===== src/rtl/pmu_clk_seq.sv =====
// pmu_clk_seq: always-on power/clock sequencer feeding the CRGU.
// Orders clock-enable bring-up (efuse -> timer -> data -> afe -> slot) and tear-down,
// and generates the shutdown and FIFO reset pulses. Every output comes from a flop.
module pmu_clk_seq #(
    parameter int STEP_DLY   = 4,
    parameter int AFE_SETTLE = 16,
    parameter int EFUSE_TMO  = 64,
    parameter int RST_PULSE  = 2,
    parameter int FIFO_PULSE = 2
) (
    input  logic       clk_32k,
    input  logic       rst_32k_alon_n,
    input  logic       rg_top_start,
    input  logic       rg_shut_req,
    input  logic       rg_fifo_flush,
    input  logic       efuse_done,
    output logic       timer_clk_en,
    output logic       efuse_clk_en,
    output logic       data_clk_en,
    output logic       afe_clk_en,
    output logic       slot_clk_en,
    output logic       shut_rstn,
    output logic       pmu_fifo_rstn,
    output logic       pmu_busy,
    output logic       efuse_err,
    output logic [2:0] pmu_state
);

    typedef enum logic [2:0] {
        ST_EFUSE = 3'd0,
        ST_IDLE  = 3'd1,
        ST_DATA  = 3'd2,
        ST_AFE   = 3'd3,
        ST_RUN   = 3'd4,
        ST_STOP  = 3'd5,
        ST_SHUT  = 3'd6
    } state_t;

    // Terminal counts: a wait of N cycles ends when the counter holds N-1.
    localparam logic [7:0] STEP_LAST  = 8'(STEP_DLY - 1);
    localparam logic [7:0] SETTLE_LAST = 8'(AFE_SETTLE - 1);
    localparam logic [7:0] TMO_LAST   = 8'(EFUSE_TMO - 1);
    localparam logic [7:0] RST_LAST   = 8'(RST_PULSE - 1);
    localparam logic [7:0] FIFO_LAST  = 8'(FIFO_PULSE - 1);

    state_t     state_q, state_d;
    logic [7:0] cnt_q, cnt_d;
    // STOP is two STEP_DLY halves (afe off, then data off); this flag marks the second half
    // so the shared 8-bit counter never has to reach 2*STEP_DLY.
    logic       stop_ph_q, stop_ph_d;
    logic       efuse_err_q, efuse_err_d;
    logic       fifo_act_q, fifo_act_d;
    logic [7:0] fifo_cnt_q, fifo_cnt_d;

    logic timer_en_q, timer_en_d;
    logic efuse_en_q, efuse_en_d;
    logic data_en_q, data_en_d;
    logic afe_en_q, afe_en_d;
    logic slot_en_q, slot_en_d;
    logic shut_rstn_q, shut_rstn_d;
    logic fifo_rstn_q, fifo_rstn_d;
    logic busy_q, busy_d;

    // State register plus all registered outputs, synchronous active-low reset.
    always_ff @(posedge clk_32k) begin
        if (!rst_32k_alon_n) begin
            state_q     <= ST_EFUSE;
            cnt_q       <= 8'd0;
            stop_ph_q   <= 1'b0;
            efuse_err_q <= 1'b0;
            fifo_act_q  <= 1'b0;
            fifo_cnt_q  <= 8'd0;
            timer_en_q  <= 1'b0;
            efuse_en_q  <= 1'b0;
            data_en_q   <= 1'b0;
            afe_en_q    <= 1'b0;
            slot_en_q   <= 1'b0;
            shut_rstn_q <= 1'b1;
            fifo_rstn_q <= 1'b1;
            busy_q      <= 1'b1;
        end else begin
            state_q     <= state_d;
            cnt_q       <= cnt_d;
            stop_ph_q   <= stop_ph_d;
            efuse_err_q <= efuse_err_d;
            fifo_act_q  <= fifo_act_d;
            fifo_cnt_q  <= fifo_cnt_d;
            timer_en_q  <= timer_en_d;
            efuse_en_q  <= efuse_en_d;
            data_en_q   <= data_en_d;
            afe_en_q    <= afe_en_d;
            slot_en_q   <= slot_en_d;
            shut_rstn_q <= shut_rstn_d;
            fifo_rstn_q <= fifo_rstn_d;
            busy_q      <= busy_d;
        end
    end

    // Next-state and counter logic; a shutdown request overrides everything else.
    always_comb begin
        state_d     = state_q;
        cnt_d       = cnt_q;
        stop_ph_d   = 1'b0;
        efuse_err_d = efuse_err_q;
        if (rg_shut_req) begin
            state_d = ST_SHUT;
            cnt_d   = 8'd0;
        end else begin
            case (state_q)
                ST_EFUSE: begin
                    if (efuse_done) begin
                        state_d = ST_IDLE;
                        cnt_d   = 8'd0;
                    end else if (cnt_q == TMO_LAST) begin
                        state_d     = ST_IDLE;
                        cnt_d       = 8'd0;
                        efuse_err_d = 1'b1;
                    end else begin
                        cnt_d = cnt_q + 8'd1;
                    end
                end
                ST_IDLE: begin
                    cnt_d = 8'd0;
                    if (rg_top_start) state_d = ST_DATA;
                end
                ST_DATA: begin
                    if (!rg_top_start) begin
                        state_d = ST_STOP;
                        cnt_d   = 8'd0;
                    end else if (cnt_q == STEP_LAST) begin
                        state_d = ST_AFE;
                        cnt_d   = 8'd0;
                    end else begin
                        cnt_d = cnt_q + 8'd1;
                    end
                end
                ST_AFE: begin
                    if (!rg_top_start) begin
                        state_d = ST_STOP;
                        cnt_d   = 8'd0;
                    end else if (cnt_q == SETTLE_LAST) begin
                        state_d = ST_RUN;
                        cnt_d   = 8'd0;
                    end else begin
                        cnt_d = cnt_q + 8'd1;
                    end
                end
                ST_RUN: begin
                    cnt_d = 8'd0;
                    if (!rg_top_start) state_d = ST_STOP;
                end
                ST_STOP: begin
                    if (cnt_q == STEP_LAST) begin
                        cnt_d = 8'd0;
                        if (stop_ph_q) state_d = ST_IDLE;
                        else           stop_ph_d = 1'b1;
                    end else begin
                        cnt_d     = cnt_q + 8'd1;
                        stop_ph_d = stop_ph_q;
                    end
                end
                ST_SHUT: begin
                    if (cnt_q == RST_LAST) begin
                        state_d = ST_EFUSE;
                        cnt_d   = 8'd0;
                    end else begin
                        cnt_d = cnt_q + 8'd1;
                    end
                end
                default: begin
                    state_d = ST_EFUSE;
                    cnt_d   = 8'd0;
                end
            endcase
        end
    end

    // Output next values derived from the upcoming state, so enables change on state-entry edges.
    always_comb begin
        efuse_en_d  = (state_d == ST_EFUSE);
        timer_en_d  = (state_d != ST_EFUSE) && (state_d != ST_SHUT);
        slot_en_d   = (state_d == ST_RUN);
        shut_rstn_d = (state_d != ST_SHUT);
        busy_d      = (state_d != ST_IDLE) && (state_d != ST_RUN);
        data_en_d   = 1'b0;
        afe_en_d    = 1'b0;
        case (state_d)
            ST_DATA: data_en_d = 1'b1;
            ST_AFE, ST_RUN: begin
                data_en_d = 1'b1;
                afe_en_d  = 1'b1;
            end
            ST_STOP: begin
                // Only enables that were on at STOP entry are held, then dropped on schedule.
                data_en_d = data_en_q;
                afe_en_d  = afe_en_q && !((state_q == ST_STOP) && (cnt_q == STEP_LAST));
            end
            default: ;
        endcase
    end

    // FIFO reset pulse: fixed width, a request while the reset is already low is dropped.
    always_comb begin
        fifo_act_d = fifo_act_q;
        fifo_cnt_d = fifo_cnt_q;
        if (fifo_act_q) begin
            if (fifo_cnt_q == FIFO_LAST) fifo_act_d = 1'b0;
            else                         fifo_cnt_d = fifo_cnt_q + 8'd1;
        end else if (rg_fifo_flush && fifo_rstn_q) begin
            fifo_act_d = 1'b1;
            fifo_cnt_d = 8'd0;
        end
        fifo_rstn_d = !(fifo_act_d || (state_d == ST_SHUT));
    end

    assign timer_clk_en  = timer_en_q;
    assign efuse_clk_en  = efuse_en_q;
    assign data_clk_en   = data_en_q;
    assign afe_clk_en    = afe_en_q;
    assign slot_clk_en   = slot_en_q;
    assign shut_rstn     = shut_rstn_q;
    assign pmu_fifo_rstn = fifo_rstn_q;
    assign pmu_busy      = busy_q;
    assign efuse_err     = efuse_err_q;
    assign pmu_state     = state_q;

endmodule


===== config.mk =====
export PLATFORM = sky130hd
export DESIGN_NAME = pmu_clk_seq
export DESIGN_NICKNAME = d
export VERILOG_FILES = /design/src/rtl/pmu_clk_seq.sv
export SDC_FILE = /design/constraint.sdc
export NUM_CORES = 1
export LEC_CHECK = 0
export ABC_AREA = 1
export BUFFER_PORTS_ARGS = -buffer_cell sky130_fd_sc_hd__clkbuf_2
export CORE_MARGIN = 4
export CORE_UTILIZATION = 45
export DETAILED_ROUTE_END_ITERATION = 8
export PLACE_DENSITY = 0.76
export SYNTH_ARGS = -nofsm -noshare
export SYNTH_HDL_FRONTEND = slang
export SYNTH_SLANG_ARGS = --single-unit

===== constraint.sdc =====
create_clock -name clk_32k -period 1.6 [get_ports clk_32k]
set_input_delay 0 -clock clk_32k [delete_from_list [all_inputs] [get_ports clk_32k]]
set_output_delay 0 -clock clk_32k [all_outputs]
set_load 0.05 [all_outputs]

==> results of run 1 <==
## cell type report
class	count	area (µm²)
fill	326	1459
multi-input combinational	161	923.4
sequential	30	611.8
timing repair buffer	26	157.7
inverter	24	90.09
tap	46	57.56
clock buffer	6	51.30
clock inverter	2	12.51
## cells by family (layout without fill, tap and decap cells)
family,after synthesis,in the layout
and+or+nand+nor,124,124
DFF,30,30
AOI/OAI and AO/OA,26,26
buffers and inverters,25,58
xor gates and xnor gates,6,6
adders and majority gates,5,5
## synthesized netlist by cell type (2+ instances only)
cell type	n	area share
sky130_fd_sc_hd__a21oi_1	12	0.038
sky130_fd_sc_hd__dfxtp_1	30	0.38
sky130_fd_sc_hd__ha_1	5	0.040
sky130_fd_sc_hd__inv_1	20	0.048
sky130_fd_sc_hd__inv_2	3	0.0071
sky130_fd_sc_hd__nand2_1	33	0.078
sky130_fd_sc_hd__nand2_2	3	0.012
sky130_fd_sc_hd__nand2_4	2	0.014
sky130_fd_sc_hd__nand3_1	21	0.067
sky130_fd_sc_hd__nand3b_1	3	0.014
sky130_fd_sc_hd__nand4_1	2	0.0079
sky130_fd_sc_hd__nor2_1	41	0.097
sky130_fd_sc_hd__nor2_2	6	0.024
sky130_fd_sc_hd__nor2_4	3	0.021
sky130_fd_sc_hd__nor3_1	5	0.016
sky130_fd_sc_hd__o21a_1	2	0.0095
sky130_fd_sc_hd__o21ai_0	4	0.013
sky130_fd_sc_hd__o21ai_2	2	0.011
sky130_fd_sc_hd__o21bai_1	2	0.0095
sky130_fd_sc_hd__xor2_1	5	0.028
## registers in the layout, summed over array words and instances, names as in the netlist
register       flops
cnt_q              8
fifo_cnt_q         8
pmu_state          3
afe_clk_en         1
data_clk_en        1
efuse_clk_en       1
efuse_err          1
fifo_act_q         1
pmu_busy           1
pmu_fifo_rstn      1
shut_rstn          1
slot_clk_en        1
stop_ph_q          1
timer_clk_en       1
## worst max-delay path: stages (launching register included)
cell and delay [ns]:
sky130_fd_sc_hd__dfxtp_2 0.37, sky130_fd_sc_hd__ha_2 0.19, sky130_fd_sc_hd__nand2_1 0.06, sky130_fd_sc_hd__nor2_2 0.10, sky130_fd_sc_hd__nand3b_1 0.09, sky130_fd_sc_hd__nand2_1 0.08, sky130_fd_sc_hd__nand2_1 0.05, sky130_fd_sc_hd__nand3_1 0.10
sky130_fd_sc_hd__nand2_2 0.09, sky130_fd_sc_hd__buf_4 0.16, sky130_fd_sc_hd__nand4_1 0.08, sky130_fd_sc_hd__nand3_1 0.08
## through the flow
stage	setup TNS, ns	instances
6_report	0	295
5_1_grt	-0.2240	295
4_1_cts	0	293
3_5_place_dp	-0.04917	283
3_3_place_gp	0	283
2_1_floorplan	0	216
## final timing paths
kind	from	to	slack [ns]	cells after the start
setup / recovery	cnt_q[0]$_SDFF_PP0_	afe_clk_en$_SDFF_PN0_	0.06	11
hold / removal	efuse_done	cnt_q[7]$_SDFF_PP0_	0.06	4
setup reg to reg	cnt_q[0]$_SDFF_PP0_	afe_clk_en$_SDFF_PN0_	0.06	11
hold reg to reg	data_clk_en$_SDFFE_PN0P_	data_clk_en$_SDFFE_PN0P_	0.48	2
## per-layer routing
metal	up-vias	global-route usage	share of wire
met3	8	0.05324	0.052
li1	765	-	-
met4	0	0.08861	0.020
met1	664	0.1913	0.46
met5	-	0	0
met2	47	0.2663	0.47
## power by group through the flow
stage / registers (µW) / logic [µW] / clock network, µW
after floorplan: 926 / 180 / 0
final: 814 / 383 / 491
after detailed placement: 831 / 365 / 0
after CTS: 814 / 370 / 512
after global placement: 830 / 365 / 0
after global routing: 820 / 424 / 541
## what timing repair did
action,in CTS,in global routing
setup buffers,0,2
hold buffers,2,0
gates resized for setup,2,13
pin swaps,0,2
endpoints found under the setup margin,3,13
hold endpoints to repair,3,0
==> run summary, run 1 <==
• finished, final reports clean — result of the run
• 3224 µm — drt total wl
• 20.51% — layout overhead on the synthesized area
• 0 — number of antenna violations at the first check in global routing
• 7.316 µm² — Mean Syn Cell Area
• 0.8844 — global placement routability congestion
• 578.6 µW — net switching power
• 0.7891 — headroom to the max-slew limit
• 1484 — vias
• 2 — number of levels in the clock H-tree
• sky130_fd_sc_hd__nor2_1 (38), sky130_fd_sc_hd__nand2_1 (33), sky130_fd_sc_hd__dfxtp_1 (21) — most frequent cells in the layout
• 0 — final setup violating endpoints
• 0.03959 — area share of fa/ha/maj cells after synthesis
• 0.5662 — Core Util, Final
• 1.540 ns — final critical delay including setup and external delays
• flip-flop to flip-flop — critical path class
• 0.1643 — global-route usage over all layers
• 5.031 — average vias per placed instance
• 0 — Post-DRT Antenna Nets
• 0.3872 — simple-gate area share of the yosys netlist
• sky130_fd_sc_hd__nor2_1 — commonest non-fill, non-tap cell in the layout
• 30 — clock sink count
• 0.03325 — xor and xnor fraction of the mapped netlist area
• input port to flip-flop — type of the tightest min-delay check
• 259 — net count reported at finish
• flip-flop — Worst setup EP type
• 2 — maximum buffer depth of the clock tree
• 0.9626 — post-route fraction of the period consumed by the critical path
• 216 — cell count after synthesis
• 0.482 — sequential power share
• 0.34 ns — Worst-Skew Late Latency
• 1109 µW — Int Power
• 227 — Mapped Nets
• 0.3800 — sequential share of the synthesized area
• 0 — Final Hold Violating Endpoints
• 0.3428 — switching part of the total
• 18 — number of top-level pins
• 15 — pin count of the biggest net entering global routing
• 21 — number of core rows
• 4 — drt first pass iters
• 1.82 ns — critical path required time
• 1580 µm² — Mapped Area
• 1904 µm² — post-route standard cell area excluding fillers
• 0.2771 — fraction of layout cells with a size suffix above 1
• 30 — #FFs+latches synth
• 0 — Final Slew Violations
• yes — CTS tree
• 886.3 nW/µm² — pwr dens
• 120 — violation count after the first detailed-route iteration
• 10.93 µm — routed length per instance
• 0.05985 ns — setup slack of the critical path after layout
• 0.0008209 µW — reported leakage power
• 0 — overflow left after global routing
• -0.02379 ns — post-place setup slack
• 0.02450 ns — Layout Skew
• 5 — CP Max Fanout
• 0.09976 — synthesized-area fraction occupied by ao, oa, aoi and oai cells
• flip-flop — startpoint type of the worst setup path
• 1344 — vias in the first global route
• sky130_fd_sc_hd__clkbuf_4 — buffer cell driving the clock tree root
• 67.26 µm — overall die width
• 0.05822 ns — worst hold-check slack
• yes — RSZ-0062 raised after global routing
• 1759 µm² — placed cell areas
• 0 — warnings from Yosys
• 5 — clock buffers created by TritonCTS
• 4524 µm² — Die ar.
• 32 — number of different library cells in the post-synthesis netlist
• sky130_fd_sc_hd__dfxtp_1 — most used flip-flop cell after synthesis
• 0.227 — share of power burned in combinational logic
• 0.291 — relative contribution of the clock network to total power
• 1688 µW — total power
• 0.4699 — starting density of the core
• 2289 µm — HPWL after detailed placement
• 1.76 ns — critical path data arrival time
• 0.3163 ns — worst-margin pin slew
• 0 — number of maximum-capacitance constraint violations
• 0.11 ns — clock-pin slew on the worst setup and hold paths
• 0 — antenna diode count
• 0 — multiplexer share of the synthesized area
• 5644 µm — wire length of the first global-routing pass
• 17 — buffers added on ports
• 649.3 MHz — Fmax achieved
• 0 — Synth async-reset ratio
• 0 — post-route DRC violation count
• 3363 µm² — Core Area
• simple AND/OR/NAND/NOR gates — largest family of logic cells by synthesized area
• 0.3868 mV — maximum ir drop on the vdd rail
• 0 — number of enable flip-flop cells after synthesis
• 67.26 µm — overall die height
Note: power is estimated with default switching activity, not from simulation.
==> inputs of run 2 (changes only) <==
- PLACE_DENSITY: 0.76 -> 0.74
- clock period: 1.6 -> 1.5 ns (I/O delays scaled with it)
==> run 2 against run 1 <==
Against the previous run: the flow now finishes with violations (negative setup slack); register-to-register slack worse by 0.08 ns; hold slack better by 0.0098 ns; count of clock-buffer cells in the layout stayed put; worst setup slack worse by 0.082 ns; critical path type unchanged; critical endpoint unchanged; largest power group unchanged.
==> run summary, run 2 (synthesis results as in run 1) <==
• 0 — Final Slew Violations, unchanged
• 1 — Bufs and invs on worst path, unchanged
• 0.1803 — global-route usage over all layers, was 0.1643
• 0 — overflow left after global routing, unchanged
• cnt_q[0]$_SDFF_PP0_ — critical register-to-register path startpoint, unchanged
• efuse_err$_SDFFE_PN0P_ — worst min-delay path endpoint, was cnt_q[7]$_SDFF_PP0_
• sky130_fd_sc_hd__dfxtp_4 — critical-path cell with the highest stage delay, was sky130_fd_sc_hd__dfxtp_2
• 1.78 ns — critical path required time, was 1.82 ns
• 4.990 — average vias per placed instance, was 5.031
• -0.02 ns — slack of the worst reg-to-reg path, was 0.06 ns
• 13 — pin count of the biggest net entering global routing, was 15
• 296 — instance count after placement with tap cells included, was 283
• 1.015 — post-route fraction of the period consumed by the critical path, was 0.9626
• 21 — number of core rows, unchanged
• 12.14 µm — routed length per instance, was 10.93 µm
• 3777 µm — drt total wl, was 3224 µm
• 1485 — vias in the first global route, was 1344
• ha_4 > nand2_1 > nor2_2 > nand3b_1 > nand2_1 > nand2_1 > nand3_2 > nand2_4 > buf_6 > nor2_1 > nand2_1 > nand3_1 — chain of cells forming the critical path, was ha_2 > nand2_1 > nor2_2 > nand3b_1 > nand2_1 > nand2_1 > nand3_1 > nand2_2 > buf_4 > nand4_1 > nand3_1
• cnt_q[0]$_SDFF_PP0_ — CP startpoint, unchanged
• sky130_fd_sc_hd__nor2_1 — commonest non-fill, non-tap cell in the layout, unchanged
• 2 — maximum buffer depth of the clock tree, unchanged
• 0.3746 mV — maximum ir drop on the vdd rail, was 0.3868 mV
• sky130_fd_sc_hd__clkbuf_4 — buffer cell driving the clock tree root, unchanged
• 0 — post-route DRC violation count, unchanged
• 0 — Post-DRT Antenna Nets, unchanged
• 1.522 ns — final critical delay including setup and external delays, was 1.540 ns
• 5 — clock buffers created by TritonCTS, unchanged
• 4524 µm² — Die ar., unchanged
• 0.3566 ns — worst-margin pin slew, was 0.3163 ns
• 0.469 — sequential power share, was 0.482
• 291 — count of fill cells added during filler insertion, was 326
• 0.39 ns — critical path's largest stage delay, was 0.37 ns
• 17 — buffers added on ports, unchanged
• sky130_fd_sc_hd__nand2_1 — Most common cell on crit path, unchanged
• 0 — number of maximum-capacitance constraint violations, unchanged
• 0.06800 ns — worst hold-check slack, was 0.05822 ns
• 0 — antenna diode count, unchanged
• 2538 µm — HPWL after detailed placement, was 2289 µm
• 0.283 — relative contribution of the clock network to total power, was 0.291
• 653.6 µW — net switching power, was 578.6 µW
• finished, violations left — result of the run, was finished, final reports clean
• 7 — CP Max Fanout, was 5
• negative setup slack — violations in the final reports
• 61 — violation count after the first detailed-route iteration, was 120
• 4 — depth of the worst hold-timing path, unchanged
• 0.0009341 µW — reported leakage power, was 0.0008209 µW
• 0.248 — share of power burned in combinational logic, was 0.227
• 311 — final non-filler cell total, was 295
• 0.3811 — fraction of layout cells with a size suffix above 1, was 0.2771
• 30 — clock sink count, unchanged
• 0 — Final Hold Violating Endpoints, unchanged
• yes — RSZ-0062 raised after global routing, unchanged
• 0.6328 — Core Util, Final, was 0.5662
• afe_clk_en$_SDFF_PN0_ — endpoint of the most critical register-to-register path, unchanged
• 6154 µm — wire length of the first global-routing pass, was 5644 µm
• 1552 — vias, was 1484
• sky130_fd_sc_hd__nor2_1 (32), sky130_fd_sc_hd__nand2_1 (30), sky130_fd_sc_hd__dfxtp_1 (21) — most frequent cells in the layout, was sky130_fd_sc_hd__nor2_1 (38), sky130_fd_sc_hd__nand2_1 (33), sky130_fd_sc_hd__dfxtp_1 (21)
• flip-flop — startpoint type of the worst setup path, unchanged
• 1861 µW — total power, was 1688 µW
• 2128 µm² — post-route standard cell area excluding fillers, was 1904 µm²
• 18 — number of top-level pins, unchanged
• 0 — number of antenna violations at the first check in global routing, unchanged
• 1207 µW — Int Power, was 1109 µW
• -0.02242 ns — setup slack of the critical path after layout, was 0.05985 ns
• 275 — net count reported at finish, was 259
• 0.01066 ns — Layout Skew, was 0.02450 ns
• 656.8 MHz — Fmax achieved, was 649.3 MHz
• flip-flop — Worst setup EP type, unchanged
• 0.8999 — global placement routability congestion, was 0.8844
• 2 — number of levels in the clock H-tree, unchanged
• 0.7608 — headroom to the max-slew limit, was 0.7891
• 0.4699 — starting density of the core, unchanged
• 1857 µm² — placed cell areas, was 1759 µm²
• 67.26 µm — overall die width, unchanged
• input port to flip-flop — type of the tightest min-delay check, unchanged
• 34.68% — layout overhead on the synthesized area, was 20.51%
• 0.10 ns — clock-pin slew on the worst setup and hold paths, was 0.11 ns
• 0.34 ns — Worst-Skew Late Latency, about the same
• 12 — logic depth of the worst register-to-register path, was 11
• 4 — drt first pass iters, unchanged
• yes — CTS tree, unchanged
• 12 — number of logic stages on the critical path including buffering, was 11
• simple AND/OR/NAND/NOR gates — kind of cell adding the most delay to the critical path, unchanged
• flip-flop to flip-flop — critical path class, unchanged
• 7 — final setup violating endpoints, was 0
• 0.3512 — switching part of the total, was 0.3428
• 67.26 µm — overall die height, unchanged
• efuse_done — worst min-delay path startpoint, unchanged
• 3363 µm² — Core Area, unchanged
• 1.80 ns — critical path data arrival time, was 1.76 ns
• 874.4 nW/µm² — pwr dens, was 886.3 nW/µm²
run 2: cell type report:
type / instances / area, µm² / share of cell area
Clock buffer: 6 / 51.30 / 0.02410
Clock inverter: 2 / 12.51 / 0.005879
Inverter: 24 / 90.09 / 0.04233
Multi-Input combinational cell: 161 / 1011 / 0.4750
Sequential cell: 30 / 616.8 / 0.2898
Tap cell: 46 / 57.56 / 0.02704
Timing Repair Buffer: 42 / 289.0 / 0.1358
run 2: worst min-delay path, delay by kind of cell:
family | cells | cell delay, ns
simple gates | 2 | 0.10
buf+inv | 1 | 0.11
compound gates | 1 | 0.15
run 2: worst max path at each step:
stage	to	slack [ns]
2_1_floorplan	data_clk_en$_SDFFE_PN0P_	-0.009
3_3_place_gp	data_clk_en$_SDFFE_PN0P_	-0.06
3_5_place_dp	data_clk_en$_SDFFE_PN0P_	-0.13
4_1_cts	data_clk_en$_SDFFE_PN0P_	-0.009
5_1_grt	data_clk_en$_SDFFE_PN0P_	-0.13
6_report	afe_clk_en$_SDFF_PN0_	-0.02
run 2: through the flow:
| step | setup WS (ns) | setup TNS (ns) |
|---|---|---|
| 4_1_cts | -0.008765 | -0.02345 |
| 3_5_place_dp | -0.1337 | -1.361 |
| 5_1_grt | -0.1253 | -1.403 |
| 3_3_place_gp | -0.06302 | -0.4730 |
| 6_report | -0.02242 | -0.07144 |
| 2_1_floorplan | -0.008676 | -0.008676 |
run 2: metal layers:
layer / track usage / up-vias / share of wire
li1: - / 798 / -
met3: 0.04659 / 10 / 0.044
met5: 0 / - / 0
met1: 0.2034 / 707 / 0.43
met2: 0.3067 / 37 / 0.50
met4: 0.1013 / 0 / 0.021
run 2: power by group through the flow:
stage / Sequential [µW] / Clock (µW) / Combinational [µW]
floorplan: 987 / 0 / 191
global placement: 886 / 0 / 408
detailed placement: 889 / 0 / 412
CTS: 869 / 540 / 438
global route: 878 / 579 / 501
finish: 873 / 527 / 461
run 2: what timing repair did:
action,in CTS,in global routing
hold buffers,2,0
cloned,0,0
setup buffers,3,2
pin swaps,13,5
endpoints found under the setup margin,16,18
resized for setup,21,21
endpoints found under the hold margin,3,0
